## config.mk

```make
export PLATFORM = sky130hd
export DESIGN_NAME = dmem_arbiter
export DESIGN_NICKNAME = d
export VERILOG_FILES = /design/src/rtl/dmem_arbiter.sv
export SDC_FILE = /design/constraint.sdc
export NUM_CORES = 1
export LEC_CHECK = 0
export CORE_MARGIN = 4
export CORE_UTILIZATION = 39
export CTS_BUF_LIST = sky130_fd_sc_hd__clkbuf_16
export CTS_CLUSTER_DIAMETER = 30
export DETAILED_ROUTE_END_ITERATION = 8
export PLACE_DENSITY = 0.88
export SYNTH_ARGS = -nofsm -noshare
export SYNTH_HDL_FRONTEND = slang
export SYNTH_SLANG_ARGS = --single-unit
```

## constraint.sdc

```tcl
create_clock -name clk -period 4.3 [get_ports clk]
set_input_delay 0.86 -clock clk [delete_from_list [all_inputs] [get_ports clk]]
set_output_delay 0.86 -clock clk [all_outputs]
set_load 0.01 [all_outputs]
```

## src/rtl/dmem_arbiter.sv

```systemverilog
// dmem_arbiter: two-requester round-robin arbiter and access sequencer for the
// single-port DataMemory (combinational read, posedge write).
// m0 is the CPU load/store unit, m1 a secondary master (debug/DMA).
// Optional build macro DMEM_ARB_LOCK_LIMIT_EN bounds a locked burst to MAX_LOCK
// beats whenever the other requester is waiting.
module dmem_arbiter #(
   parameter int ADDR_W   = 16,
   parameter int DATA_W   = 32,
   parameter int MAX_LOCK = 16
) (
   input  logic              clk,
   input  logic              rst_n,
   input  logic              m0_req,
   input  logic              m0_lock,
   input  logic              m0_we,
   input  logic [ADDR_W-1:0] m0_addr,
   input  logic [DATA_W-1:0] m0_wdata,
   output logic              m0_gnt,
   output logic              m0_rvalid,
   output logic [DATA_W-1:0] m0_rdata,
   input  logic              m1_req,
   input  logic              m1_lock,
   input  logic              m1_we,
   input  logic [ADDR_W-1:0] m1_addr,
   input  logic [DATA_W-1:0] m1_wdata,
   output logic              m1_gnt,
   output logic              m1_rvalid,
   output logic [DATA_W-1:0] m1_rdata,
   output logic [ADDR_W-1:0] mem_addr,
   output logic              mem_we,
   output logic [DATA_W-1:0] mem_wdata,
   input  logic [DATA_W-1:0] mem_rdata
);

   typedef enum logic [1:0] {
      IDLE = 2'd0,
      OWN0 = 2'd1,
      OWN1 = 2'd2
   } state_t;

   state_t            state_r;
   state_t            state_nxt_s;
   logic              rr_ptr_r;       // 1'b0 = m0 has priority on a tie
   logic              rr_ptr_nxt_s;
   logic              beat0_s;
   logic              beat1_s;
   logic              force0_s;       // lock limit forces m0 to release
   logic              force1_s;       // lock limit forces m1 to release
   logic              m0_rvalid_r;
   logic              m1_rvalid_r;
   logic [DATA_W-1:0] m0_rdata_r;
   logic [DATA_W-1:0] m1_rdata_r;

   // A beat is an owned cycle in which the owner still requests.
   assign beat0_s = (state_r == OWN0) & m0_req;
   assign beat1_s = (state_r == OWN1) & m1_req;

`ifdef DMEM_ARB_LOCK_LIMIT_EN
   logic [7:0] beat_cnt_r;
   logic       limit_hit_s;

   // The current beat is the MAX_LOCK-th consecutive one when the count of
   // already completed beats has reached MAX_LOCK-1.
   assign limit_hit_s = (beat_cnt_r >= 8'(MAX_LOCK - 1));
   assign force0_s    = limit_hit_s & m1_req;
   assign force1_s    = limit_hit_s & m0_req;

   // Consecutive-beat counter: cleared whenever the FSM heads to IDLE,
   // saturates at the limit while the other side stays quiet.
   always_ff @(posedge clk or negedge rst_n) begin
      if (!rst_n) begin
         beat_cnt_r <= 8'd0;
      end else if (state_nxt_s == IDLE) begin
         beat_cnt_r <= 8'd0;
      end else if ((beat0_s | beat1_s) & ~limit_hit_s) begin
         beat_cnt_r <= beat_cnt_r + 8'd1;
      end else begin
         beat_cnt_r <= beat_cnt_r;
      end
   end
`else
   assign force0_s = 1'b0;
   assign force1_s = 1'b0;
`endif

   // Next-state and round-robin pointer update.
   always_comb begin
      state_nxt_s  = state_r;
      rr_ptr_nxt_s = rr_ptr_r;
      case (state_r)
         IDLE: begin
            if (m0_req & m1_req) begin
               state_nxt_s = rr_ptr_r ? OWN1 : OWN0;
            end else if (m0_req) begin
               state_nxt_s = OWN0;
            end else if (m1_req) begin
               state_nxt_s = OWN1;
            end else begin
               state_nxt_s = IDLE;
            end
         end
         OWN0: begin
            if (m0_req & m0_lock & ~force0_s) begin
               state_nxt_s = OWN0;
            end else begin
               state_nxt_s  = IDLE;
               rr_ptr_nxt_s = 1'b1;
            end
         end
         OWN1: begin
            if (m1_req & m1_lock & ~force1_s) begin
               state_nxt_s = OWN1;
            end else begin
               state_nxt_s  = IDLE;
               rr_ptr_nxt_s = 1'b0;
            end
         end
         default: begin
            state_nxt_s  = IDLE;
            rr_ptr_nxt_s = 1'b0;
         end
      endcase
   end

   // State and round-robin pointer registers.
   always_ff @(posedge clk or negedge rst_n) begin
      if (!rst_n) begin
         state_r  <= IDLE;
         rr_ptr_r <= 1'b0;
      end else begin
         state_r  <= state_nxt_s;
         rr_ptr_r <= rr_ptr_nxt_s;
      end
   end

   // Memory-side mux: only the owner drives the memory; outside ownership
   // everything is zero so an async reset kills a write within the cycle.
   always_comb begin
      mem_addr  = {ADDR_W{1'b0}};
      mem_wdata = {DATA_W{1'b0}};
      mem_we    = 1'b0;
      case (state_r)
         OWN0: begin
            mem_addr  = m0_addr;
            mem_wdata = m0_wdata;
            mem_we    = m0_we & m0_req;
         end
         OWN1: begin
            mem_addr  = m1_addr;
            mem_wdata = m1_wdata;
            mem_we    = m1_we & m1_req;
         end
         default: begin
            mem_addr  = {ADDR_W{1'b0}};
            mem_wdata = {DATA_W{1'b0}};
            mem_we    = 1'b0;
         end
      endcase
   end

   // Read return path: capture memory data on a read beat, pulse rvalid for
   // the following cycle, hold rdata until the next read beat of that port.
   always_ff @(posedge clk or negedge rst_n) begin
      if (!rst_n) begin
         m0_rvalid_r <= 1'b0;
         m1_rvalid_r <= 1'b0;
         m0_rdata_r  <= {DATA_W{1'b0}};
         m1_rdata_r  <= {DATA_W{1'b0}};
      end else begin
         m0_rvalid_r <= beat0_s & ~m0_we;
         m1_rvalid_r <= beat1_s & ~m1_we;
         if (beat0_s & ~m0_we) begin
            m0_rdata_r <= mem_rdata;
         end else begin
            m0_rdata_r <= m0_rdata_r;
         end
         if (beat1_s & ~m1_we) begin
            m1_rdata_r <= mem_rdata;
         end else begin
            m1_rdata_r <= m1_rdata_r;
         end
      end
   end

   assign m0_gnt    = (state_r == OWN0);
   assign m1_gnt    = (state_r == OWN1);
   assign m0_rvalid = m0_rvalid_r;
   assign m1_rvalid = m1_rvalid_r;
   assign m0_rdata  = m0_rdata_r;
   assign m1_rdata  = m1_rdata_r;

endmodule

```

# Word level (Yosys, flattened, before mapping)

Cells that the tools add are included.

Equal/unequal tests: 4
Muxes and demuxes: 13
Bitwise operators: 12
Reductions and logical operators: 2

Operator list:

| kind                                                            | number |
|---|---|
| 32-bit one-hot mux with 2 select lines                          | 1 |
| 16-bit one-hot mux with 2 select lines                          | 1 |
| 2-bit two-way mux                                               | 5 |
| 1-bit AND                                                       | 9 |
| 2-bit one-hot mux with 3 select lines                           | 1 |
| 2-bit inequality test, second input constant                    | 2 |
| 1-bit two-way mux                                               | 3 |
| 1-bit NOT                                                       | 3 |
| 1-bit one-hot mux with 3 select lines                           | 1 |
| 3-bit AND reduction                                             | 1 |
| 2-bit by 1-bit == test with 1-bit output, second input constant | 1 |
| 2-bit == test, second input constant                            | 1 |
| 2-bit logical NOT                                               | 1 |
| 1-bit one-hot mux with 2 select lines                           | 1 |

Register bits after elaboration: 69
Input port bits: 136
Word-level logic and storage cells: 37

# Logic depth before layout (Yosys ltp)

Gate-level depths: netlist (run 1).

Depth in word-level cells: 4
Gate-level depth with buffers: 7
Mapped depth without buffers: 5

# Worst setup path before layout (run 1)

Ideal clock, no wire load.

Kind: reg-to-output
Start: register state_r[0]
End: output port mem_addr[0]
Arrival time: 1.416 ns
Data required time: 3.440 ns
Path slack: 2.024 ns
Cell stages (with the launch flop): 6
Buffers on the path: 2
Cells stage by stage: dfrtp_1 inv_1 ha_1 clkbuf_1 clkbuf_1 nor2b_1

Cells in the longest elaborated chain, start to end: 2
Elaborated cells between the ends (all ways): 3

RTL lines:

| what                                                                      | line | source |
|---|---|---|
| start, declared                                                           | 41   | `state_t state_r;` |
| start signal, assigned                                                    | 131  | `state_r <= state_nxt_s;` |
| 2-bit == test or 2-bit by 1-bit == test with 1-bit output (tied branches) | 142  | `case (state_r)` |
| 16-bit one-hot mux with 2 select lines *                                  | 142  |  |
| end, declared                                                             | 29   | `output logic [ADDR_W-1:0] mem_addr,` |

Every way passes the cells marked *; elsewhere a longest branch is shown, timed or not.

# Worst setup path in the final report (run 1)

Start: register state_r[1]
End: output port mem_wdata[20]

Cells in the longest elaborated chain, start to end: 2
Elaborated cells between the ends (all ways): 3

RTL lines:

| what                                                                      | line | source |
|---|---|---|
| 2-bit == test or 2-bit by 1-bit == test with 1-bit output (tied branches) | 142  |  |
| 32-bit one-hot mux with 2 select lines *                                  | 142  |  |
| end, declared                                                             | 31   | `output logic [DATA_W-1:0] mem_wdata,` |

Marked as above.

==> results of run 1 <==
cell type report:
type / count / share of cell area (%)
Clock buffer: 9 / 3.457
Inverter: 4 / 0.2305
Clock inverter: 7 / 1.133
Timing Repair Buffer: 255 / 38.99
Sequential cell: 69 / 26.50
Multi-Input combinational cell: 181 / 27.56
Tap cell: 111 / 2.132
kinds of logic after synthesis:
group,synth area share (%)
AND/OR/NAND/NOR,10.39
multiplexers,25.84
flip-flops,46.99
AO/OA/AOI/OAI,10.52
adder cells (fa/ha/maj),2.043
buffers and inverters,4.222
flip-flops by register name, indices dropped and copies added, names as in the netlist:
signal / count
m0_rvalid: 1
m1_rdata: 32
rr_ptr_r: 1
m1_rvalid: 1
state_r: 2
m0_rdata: 32
path summary, 6_finish.rpt:
kind | from | end | depth (start not counted)
min in group asynchronous | rst_n | m1_rdata[17] | 1
setup / recovery | state_r[1] | mem_wdata[20] | 5
setup reg to reg | state_r[1] | m0_rdata[13] | 4
hold / removal | m0_rdata[7] | m0_rdata[7] | 1
hold reg to reg | m0_rdata[7] | m0_rdata[7] | 1
max in group asynchronous | rst_n | m0_rdata[1] | 2
cells in the final DEF (no fill, tap or decap), drive strengths merged:
| master | n |
|---|---|
| clkdlybuf4s50 | 251 |
| dfrtp | 69 |
| mux2 | 65 |
| a22oi | 49 |
| nor2b | 48 |
| clkbuf | 9 |
| ha | 6 |
| inv | 6 |
| nand3 | 4 |
| buf | 4 |
| clkinv | 3 |
| nand2 | 2 |
| nand3b | 2 |
| nand2b | 1 |
| nor3b | 1 |
| a21oi | 1 |
| a21boi | 1 |
| a31oi | 1 |
| clkinvlp | 1 |
| bufinv | 1 |
worst max-delay path, stage by stage, from the launching register on:
cell,delay [ns]
dfrtp_1,0.41
inv_1,0.12
ha_2,0.84
a22oi_1,0.20
nor2b_1,0.17
clkdlybuf4s50_1,0.56
per-layer routing:
metal	global-route usage (%)	wire [um]
met2	39.78	6448
met5	0	0
met1	21.42	4283
met3	7.721	974
met4	9.278	416
power groups by stage:
stage	clock network (mW)	registers (mW)	logic (mW)
floorplan	0	1.27	1.01
global placement	0	1.13	2.27
detailed placement	0	1.16	2.31
CTS	0.748	1.16	2.33
global route	0.777	1.20	2.44
finish	0.729	1.16	2.30
metrics by stage:
step                      instance area (um^2)  total power [mW]
after floorplan                           3675             2.285
after global placement                    6216             3.404
after detailed placement                  6216             3.473
after CTS                                 6515             4.240
after global routing                      6515             4.409
final                                     6515             4.193
==> flow_metrics.env, run 1 <==
export IMPL_switching_share_pct=31.87
export IMPL_io_pin_count=253
export IMPL_clock_sinks=69
export IMPL_num_antenna_cells=0
export IMPL_relSlewSlack_pct=35.19
export IMPL_clock_fmax_mhz=286.3
export IMPL_avgViaCountPerCell=5.124
export IMPL_r2r_slack_ns=1.57
export IMPL_hold_class="reg -> reg"
export IMPL_switching_power_mw=1.336
export IMPL_cp_required_ns=3.44
export IMPL_grt_pass1_wl_um=18890
export IMPL_insertion_delay_ns=0.33
export IMPL_dieWidth_um=105.1
export IMPL_p_comb_share_pct=54.9
export IMPL_drc_errors=0
export IMPL_hpwlAfterDp_um=9287
export IMPL_placed_cells=620
export IMPL_final_nets=662
export IMPL_grt_max_degree=51
export IMPL_seqPwrFrac_pct=27.7
export IMPL_synth_cells=276
export IMPL_cts_root_buffer="clkbuf_16"
export IMPL_arrival_ns=2.63
export IMPL_synth_top_area_share_pct=46.99
export IMPL_drtIter0Drc=97
export IMPL_synth_edf_count=0
export IMPL_internal_power_mw=2.857
export IMPL_rsz0062_at_grt="false"
export IMPL_maxSlewViolCount=0
export IMPL_rows=35
export IMPL_first_pass_iters=4
export IMPL_syn_nets=418
export IMPL_final_util_pct=70.84
export IMPL_htree_levels=3
export IMPL_netlist_area_mm2=0.003675
export IMPL_fin_cells=636
export IMPL_ys_types=19
export IMPL_regArea_mm2=0.001727
export IMPL_synthTopCellsByCount="dfrtp_1, mux2_4, a22oi_1, nor2b_1, clkbuf_1"
export IMPL_numCtsBuffers=9
export IMPL_clockPowerShare_pct=17.4
export IMPL_synth_most_common_cell="dfrtp_1"
export IMPL_cp_end_kind="primary output"
export IMPL_area_growth_pct=77.29
export IMPL_ys_async_sr_fraction_pct=100.0
export IMPL_multi_input_area_mm2=0.001795
export IMPL_cts_setup_buffers=0
export IMPL_fillers=652
export IMPL_avgSynthCellArea_um2=13.31
export IMPL_hold_violations=0
export IMPL_p_leak_nw=2.816
export IMPL_finalSetupViolations=0
export IMPL_dr_total_vias=3259
export IMPL_final_layout_size_suffix_gt1_share_pct=16.76
export IMPL_finClkSkew_ns=0.009718
export IMPL_vdd_ir_drop_worst_uv=228.3
export IMPL_yosys_area_top_type="dfrtp_1"
export IMPL_outcome="complete, no violations"
export IMPL_cts_tree="done"
export IMPL_crit_fanout=50
export IMPL_die_y_um=105.1
export IMPL_cts_hold_buf=0
export IMPL_start_kind="register"
export IMPL_maxCapViolations=0
export IMPL_cts_resized=0
export IMPL_ys_seq_area_share_pct=46.99
export IMPL_start_util_pct=39.96
export IMPL_critical_path_class="reg -> out"
export IMPL_fin_ws_ns=0.8072
export IMPL_synth_ff_latch_count=69
export IMPL_die_area_mm2=0.01104
export IMPL_track_usage_pct=21.48
export IMPL_ant_nets=0
export IMPL_place_congestion=0.7892
export IMPL_routedWlPerCell_um=19.06
export IMPL_cellPowerDensity_mw_per_mm2=643.6
export IMPL_grt_pass1_vias=3631
export IMPL_pre_cts_ws_ns=1.093
export IMPL_tns_ns=0
export IMPL_cts_buffer_depth=2
export IMPL_fp_coreArea_mm2=0.009196
export IMPL_worstMarginPinSlew_ns=0.9722
export IMPL_yosys_top_cells_area="dfrtp_1, mux2_4, a22oi_1"
export IMPL_antenna_found_initial=0
export IMPL_ys_warn_count=0
export IMPL_wl_um=12120
export IMPL_fin_crit_ns=3.493
export IMPL_hold_slack_ns=0.5021
export IMPL_io_buffer_count=252
export IMPL_synthFlopType="dfrtp_1"
export IMPL_clk_pin_slew_worst_paths_ns=0.06
export IMPL_period_share_pct=81.23
export IMPL_overflow=0
Power figures use the tool's default switching activity.
==> run 2, diff against run 1 <==
--- a/config.mk
+++ b/config.mk
@@ -6,11 +6,11 @@
 export NUM_CORES = 1
 export LEC_CHECK = 0
 export CORE_MARGIN = 4
-export CORE_UTILIZATION = 39
+export CORE_UTILIZATION = 32
 export CTS_BUF_LIST = sky130_fd_sc_hd__clkbuf_16
 export CTS_CLUSTER_DIAMETER = 30
 export DETAILED_ROUTE_END_ITERATION = 8
-export PLACE_DENSITY = 0.88
+export PLACE_DENSITY = 0.77
 export SYNTH_ARGS = -nofsm -noshare
 export SYNTH_HDL_FRONTEND = slang
 export SYNTH_SLANG_ARGS = --single-unit
==> constraint.sdc (replaced) <==
create_clock -name clk -period 3 [get_ports clk]
set_input_delay 0.6 -clock clk [delete_from_list [all_inputs] [get_ports clk]]
set_output_delay 0.6 -clock clk [all_outputs]
set_load 0.01 [all_outputs]
==> flow_metrics.env, run 2 (synthesis results as in run 1) <==
export IMPL_outcome="complete, no violations"
export IMPL_numCtsBuffers=9
export IMPL_clk_pin_slew_worst_paths_ns=0.06
export IMPL_cts_root_buffer="clkbuf_16"
export IMPL_io_pin_count=253
export IMPL_routedWlPerCell_um=18.24
export IMPL_die_area_mm2=0.01326
export IMPL_r2r_start="state_r[1]"
export IMPL_clock_sinks=69
export IMPL_hpwlAfterDp_um=9329
export IMPL_htree_levels=3
export IMPL_rows=38
export IMPL_arrival_ns=2.21
export IMPL_relSlewSlack_pct=43.04
export IMPL_track_usage_pct=17.28
export IMPL_final_common_cell="clkdlybuf4s50_1"
export IMPL_cts_buffer_depth=2
export IMPL_area_growth_pct=81.00
export IMPL_r2r_slack_ns=0.80
export IMPL_placed_area_mm2=0.006310
export IMPL_avgViaCountPerCell=4.746
export IMPL_fp_coreArea_mm2=0.01103
export IMPL_cts_tree="done"
export IMPL_grt_pass1_wl_um=18000
export IMPL_tns_ns=0
export IMPL_worst_r2r_path_depth=5
export IMPL_dr_total_vias=3170
export IMPL_worstMarginPinSlew_ns=0.8543
export IMPL_first_pass_iters=4
export IMPL_multi_input_area_mm2=0.001795
export IMPL_final_cell_area_mm2=0.006651
export IMPL_hold_violations=0
export IMPL_period_share_pct=93.65
export IMPL_dieWidth_um=115.2
export IMPL_grt_max_degree=70
export IMPL_rsz0062_at_grt="false"
export IMPL_place_congestion=0.8435
export IMPL_antenna_found_initial=0
export IMPL_clock_fmax_mhz=355.9
export IMPL_cp_end_kind="primary output"
export IMPL_cellPowerDensity_mw_per_mm2=933.8
export IMPL_maxCapViolations=0
export IMPL_fillers=902
export IMPL_vdd_ir_drop_worst_uv=519.8
export IMPL_start_kind="register"
export IMPL_final_nets=665
export IMPL_overflow=0
export IMPL_cp_required_ns=2.40
export IMPL_io_buffer_count=252
export IMPL_ant_nets=0
export IMPL_final_util_pct=60.30
export IMPL_drc_errors=0
export IMPL_insertion_delay_ns=0.32
export IMPL_finalSetupViolations=0
export IMPL_crit_fanout=38
export IMPL_regArea_mm2=0.001727
export IMPL_die_y_um=115.2
export IMPL_start_util_pct=33.31
export IMPL_maxSlewViolCount=0
export IMPL_grt_pass1_vias=3428
export IMPL_drtIter0Drc=165
export IMPL_hold_class="in -> async"
export IMPL_hold_slack_ns=0.4753
export IMPL_r2r_end="m0_rdata[27]"
export IMPL_wl_um=12190
export IMPL_p_leak_nw=2.861
export IMPL_layout_common_cells="clkdlybuf4s50_1, dfrtp_1, mux2_4, a22oi_1, nor2b_1"
export IMPL_critical_path_class="reg -> out"
export IMPL_power_total_mw=6.211
export IMPL_fin_crit_ns=2.809
export IMPL_finClkSkew_ns=0.004085
export IMPL_final_layout_size_suffix_gt1_share_pct=16.86
export IMPL_num_antenna_cells=0
==> run 2: changes by cell type in the layout (fill, tap and decap cells not counted) <==
cell,change
inv_6,-1
buf_12,+3
bufinv_16,+2
clkinv_2,-2
clkinv_4,-1
clkinv_1,+1
inv_1,+1
==> run 2: repair_timing <==
| action | CTS | global route |
|---|---|---|
| hold buffers | 0 | 0 |
| setup endpoints to repair | 0 | 23 |
| setup buffers | 0 | 0 |
| gates resized for setup | 0 | 1 |
==> run 2: metal layers <==
| metal | routed length, um | track usage (%) |
|---|---|---|
| met2 | 6282 | 29.55 |
| met1 | 4868 | 21.35 |
| met3 | 833 | 4.789 |
| met4 | 201 | 5.008 |
| met5 | 0 | 0 |
==> run 2: layout make-up <==
type                    count  area share (%)
clock buffers               9           3.386
clock inverters             7           1.712
inverters                   4          0.2257
multi-input cells         181           26.99
flip-flops and latches     69           25.96
well taps                 140           2.634
repair buffers            258           39.09
==> run 2: worst max-delay path, cell delays in order, from the launching register on <==
cell and delay [ns]:
dfrtp_1 0.39, inv_1 0.10, ha_2 0.44, buf_12 0.20, nor2b_1 0.17, clkdlybuf4s50_1 0.58
==> run 2: stage by stage <==
stage	worst slack (ns)	std cells
after detailed placement	0.3754	652
final	0.1906	668
after floorplan	0.9843	276
after global routing	0.01769	668
after CTS	0.1055	668
after global placement	0.3643	652
==> run 2: power breakdown <==
group,total [mW],internal [mW],leakage [nW],switching (mW)
Combinational,3.37,2.13,1.85,1.24
Clock,1.19,0.808,0.165,0.383
Sequential,1.65,1.38,0.842,0.268
==> run 2: how the worst max path moves through the flow <==
stage / start / end / slack [ns]
floorplan: state_r[0] / mem_addr[0] / 0.98
global placement: m0_req / mem_we / 0.36
detailed placement: m0_req / mem_we / 0.38
CTS: state_r[0] / mem_addr[13] / 0.11
global route: state_r[1] / mem_wdata[27] / 0.02
finish: state_r[0] / mem_wdata[31] / 0.19
==> run 3, diff against run 2 <==
--- a/config.mk
+++ b/config.mk
@@ -5,10 +5,10 @@
 export SDC_FILE = /design/constraint.sdc
 export NUM_CORES = 1
 export LEC_CHECK = 0
-export CORE_MARGIN = 4
+export CORE_MARGIN = 1.5
 export CORE_UTILIZATION = 32
 export CTS_BUF_LIST = sky130_fd_sc_hd__clkbuf_16
-export CTS_CLUSTER_DIAMETER = 30
+export CTS_CLUSTER_DIAMETER = 200
 export DETAILED_ROUTE_END_ITERATION = 8
 export PLACE_DENSITY = 0.77
 export SYNTH_ARGS = -nofsm -noshare
==> flow_metrics.env, run 3 (synthesis results as in run 1) <==
export IMPL_htree_levels=3
export IMPL_drc_errors=0
export IMPL_clock_fmax_mhz=353.0
export IMPL_arrival_ns=2.23
export IMPL_relSlewSlack_pct=53.90
export IMPL_tns_ns=0
export IMPL_placed_area_mm2=0.006297
export IMPL_dieWidth_um=110.2
export IMPL_die_y_um=110.2
export IMPL_clk_pin_slew_worst_paths_ns=0.05
export IMPL_critical_path_class="reg -> out"
export IMPL_routedWlPerCell_um=17.63
export IMPL_final_common_cell="clkdlybuf4s50_1"
export IMPL_maxCapViolations=0
export IMPL_first_pass_iters=4
export IMPL_maxSlewViolCount=0
export IMPL_finalSetupViolations=0
export IMPL_fillers=910
export IMPL_cp_required_ns=2.40
export IMPL_worstMarginPinSlew_ns=0.6915
export IMPL_start_util_pct=33.31
export IMPL_grt_max_degree=51
export IMPL_cts_hold_buf=0
export IMPL_period_share_pct=94.43
export IMPL_cts_root_buffer="clkbuf_16"
export IMPL_cts_tree="done"
export IMPL_p_leak_nw=2.829
export IMPL_track_usage_pct=18.24
export IMPL_ant_nets=0
export IMPL_cellPowerDensity_mw_per_mm2=906.3
export IMPL_hpwlAfterDp_um=8664
export IMPL_cts_buffer_depth=2
export IMPL_io_pin_count=253
export IMPL_crit_fanout=49
export IMPL_avgViaCountPerCell=4.763
export IMPL_rows=38
export IMPL_vdd_ir_drop_worst_uv=684.8
export IMPL_numCtsBuffers=9
export IMPL_rsz0062_at_grt="false"
export IMPL_finClkSkew_ns=0.004373
export IMPL_cp_end_kind="primary output"
export IMPL_final_nets=665
export IMPL_overflow=0
export IMPL_io_buffer_count=252
export IMPL_wl_um=11740
export IMPL_final_layout_size_suffix_gt1_share_pct=15.97
export IMPL_final_cell_area_mm2=0.006571
export IMPL_dr_total_vias=3172
export IMPL_fp_coreArea_mm2=0.01103
export IMPL_num_antenna_cells=0
export IMPL_layout_common_cells="clkdlybuf4s50_1, dfrtp_1, mux2_4, a22oi_1, nor2b_1"
export IMPL_regArea_mm2=0.001727
export IMPL_place_congestion=0.7066
export IMPL_die_area_mm2=0.01214
export IMPL_clock_sinks=69
export IMPL_grt_pass1_vias=3299
export IMPL_multi_input_area_mm2=0.001793
export IMPL_drtIter0Drc=166
export IMPL_hold_class="in -> async"
export IMPL_grt_pass1_wl_um=16910
export IMPL_fin_crit_ns=2.833
export IMPL_outcome="complete, no violations"
export IMPL_antenna_found_initial=0
export IMPL_insertion_delay_ns=0.33
export IMPL_hold_violations=0
export IMPL_start_kind="register"
export IMPL_area_growth_pct=78.82
==> run 3: critical path, cell delays in order (launching register included) <==
cell,delay (ns)
dfrtp_1,0.40
inv_1,0.10
ha_1,0.30
buf_6,0.26
nor2b_1,0.26
clkdlybuf4s50_1,0.57
==> run 3: report_power, final <==
group	total (mW)	internal, mW	switching (mW)	leakage [nW]
combinational	3.33	2.10	1.23	1.85
clock	0.980	0.621	0.359	0.135
sequential	1.64	1.38	0.263	0.842
==> run 3: metrics by stage <==
step	instances	setup WS [ns]	utilization (%)	power (mW)	hold slack [ns]
floorplan	276	0.9843	-	3.276	0.3044
global placement	652	0.3759	57.09	4.909	0.4896
detailed placement	652	0.3700	57.09	4.979	0.4922
CTS	666	0.08322	59.54	6.006	0.2479
global route	666	0.005615	59.57	6.294	0.2705
finish	666	0.1671	59.57	5.956	0.2405
==> run 3: metal layers <==
layer	share of wire [%]	track usage (%)	up-vias	wire, um
met4	1.3	5.128	0	153
li1	-	-	1483	-
met5	0	0	-	0
met3	7.6	5.996	13	888
met2	50	29.90	130	5930
met1	41	23.02	1546	4772
==> run 3: area by class of cell <==
cell class                      instances  area share, %
Timing Repair Buffer                  258          39.43
Sequential cell                        69          26.28
Inverter                                4         0.2285
Clock buffer                            9          3.427
Clock inverter                          5         0.6855
Multi-Input combinational cell        181          27.28
Tap cell                              140          2.666
==> run 3: final timing paths <==
path,from,to,slack [ns],cells after the start
setup / recovery,state_r[1],mem_wdata[8],0.17,5
hold / removal,rst_n,m1_rdata[25],0.24,1
setup reg to reg,state_r[1],m0_rdata[12],0.81,5
hold reg to reg,m0_rdata[6],m0_rdata[6],0.51,1
max in group asynchronous,rst_n,m1_rdata[9],1.93,2
min in group clk,m0_rdata[6],m0_rdata[6],0.51,1
==> run 3: timing repair <==
| action | CTS | global route |
|---|---|---|
| gates resized for setup | 0 | 1 |
| setup buffers | 0 | 0 |
| endpoints found under the setup margin | 0 | 1 |
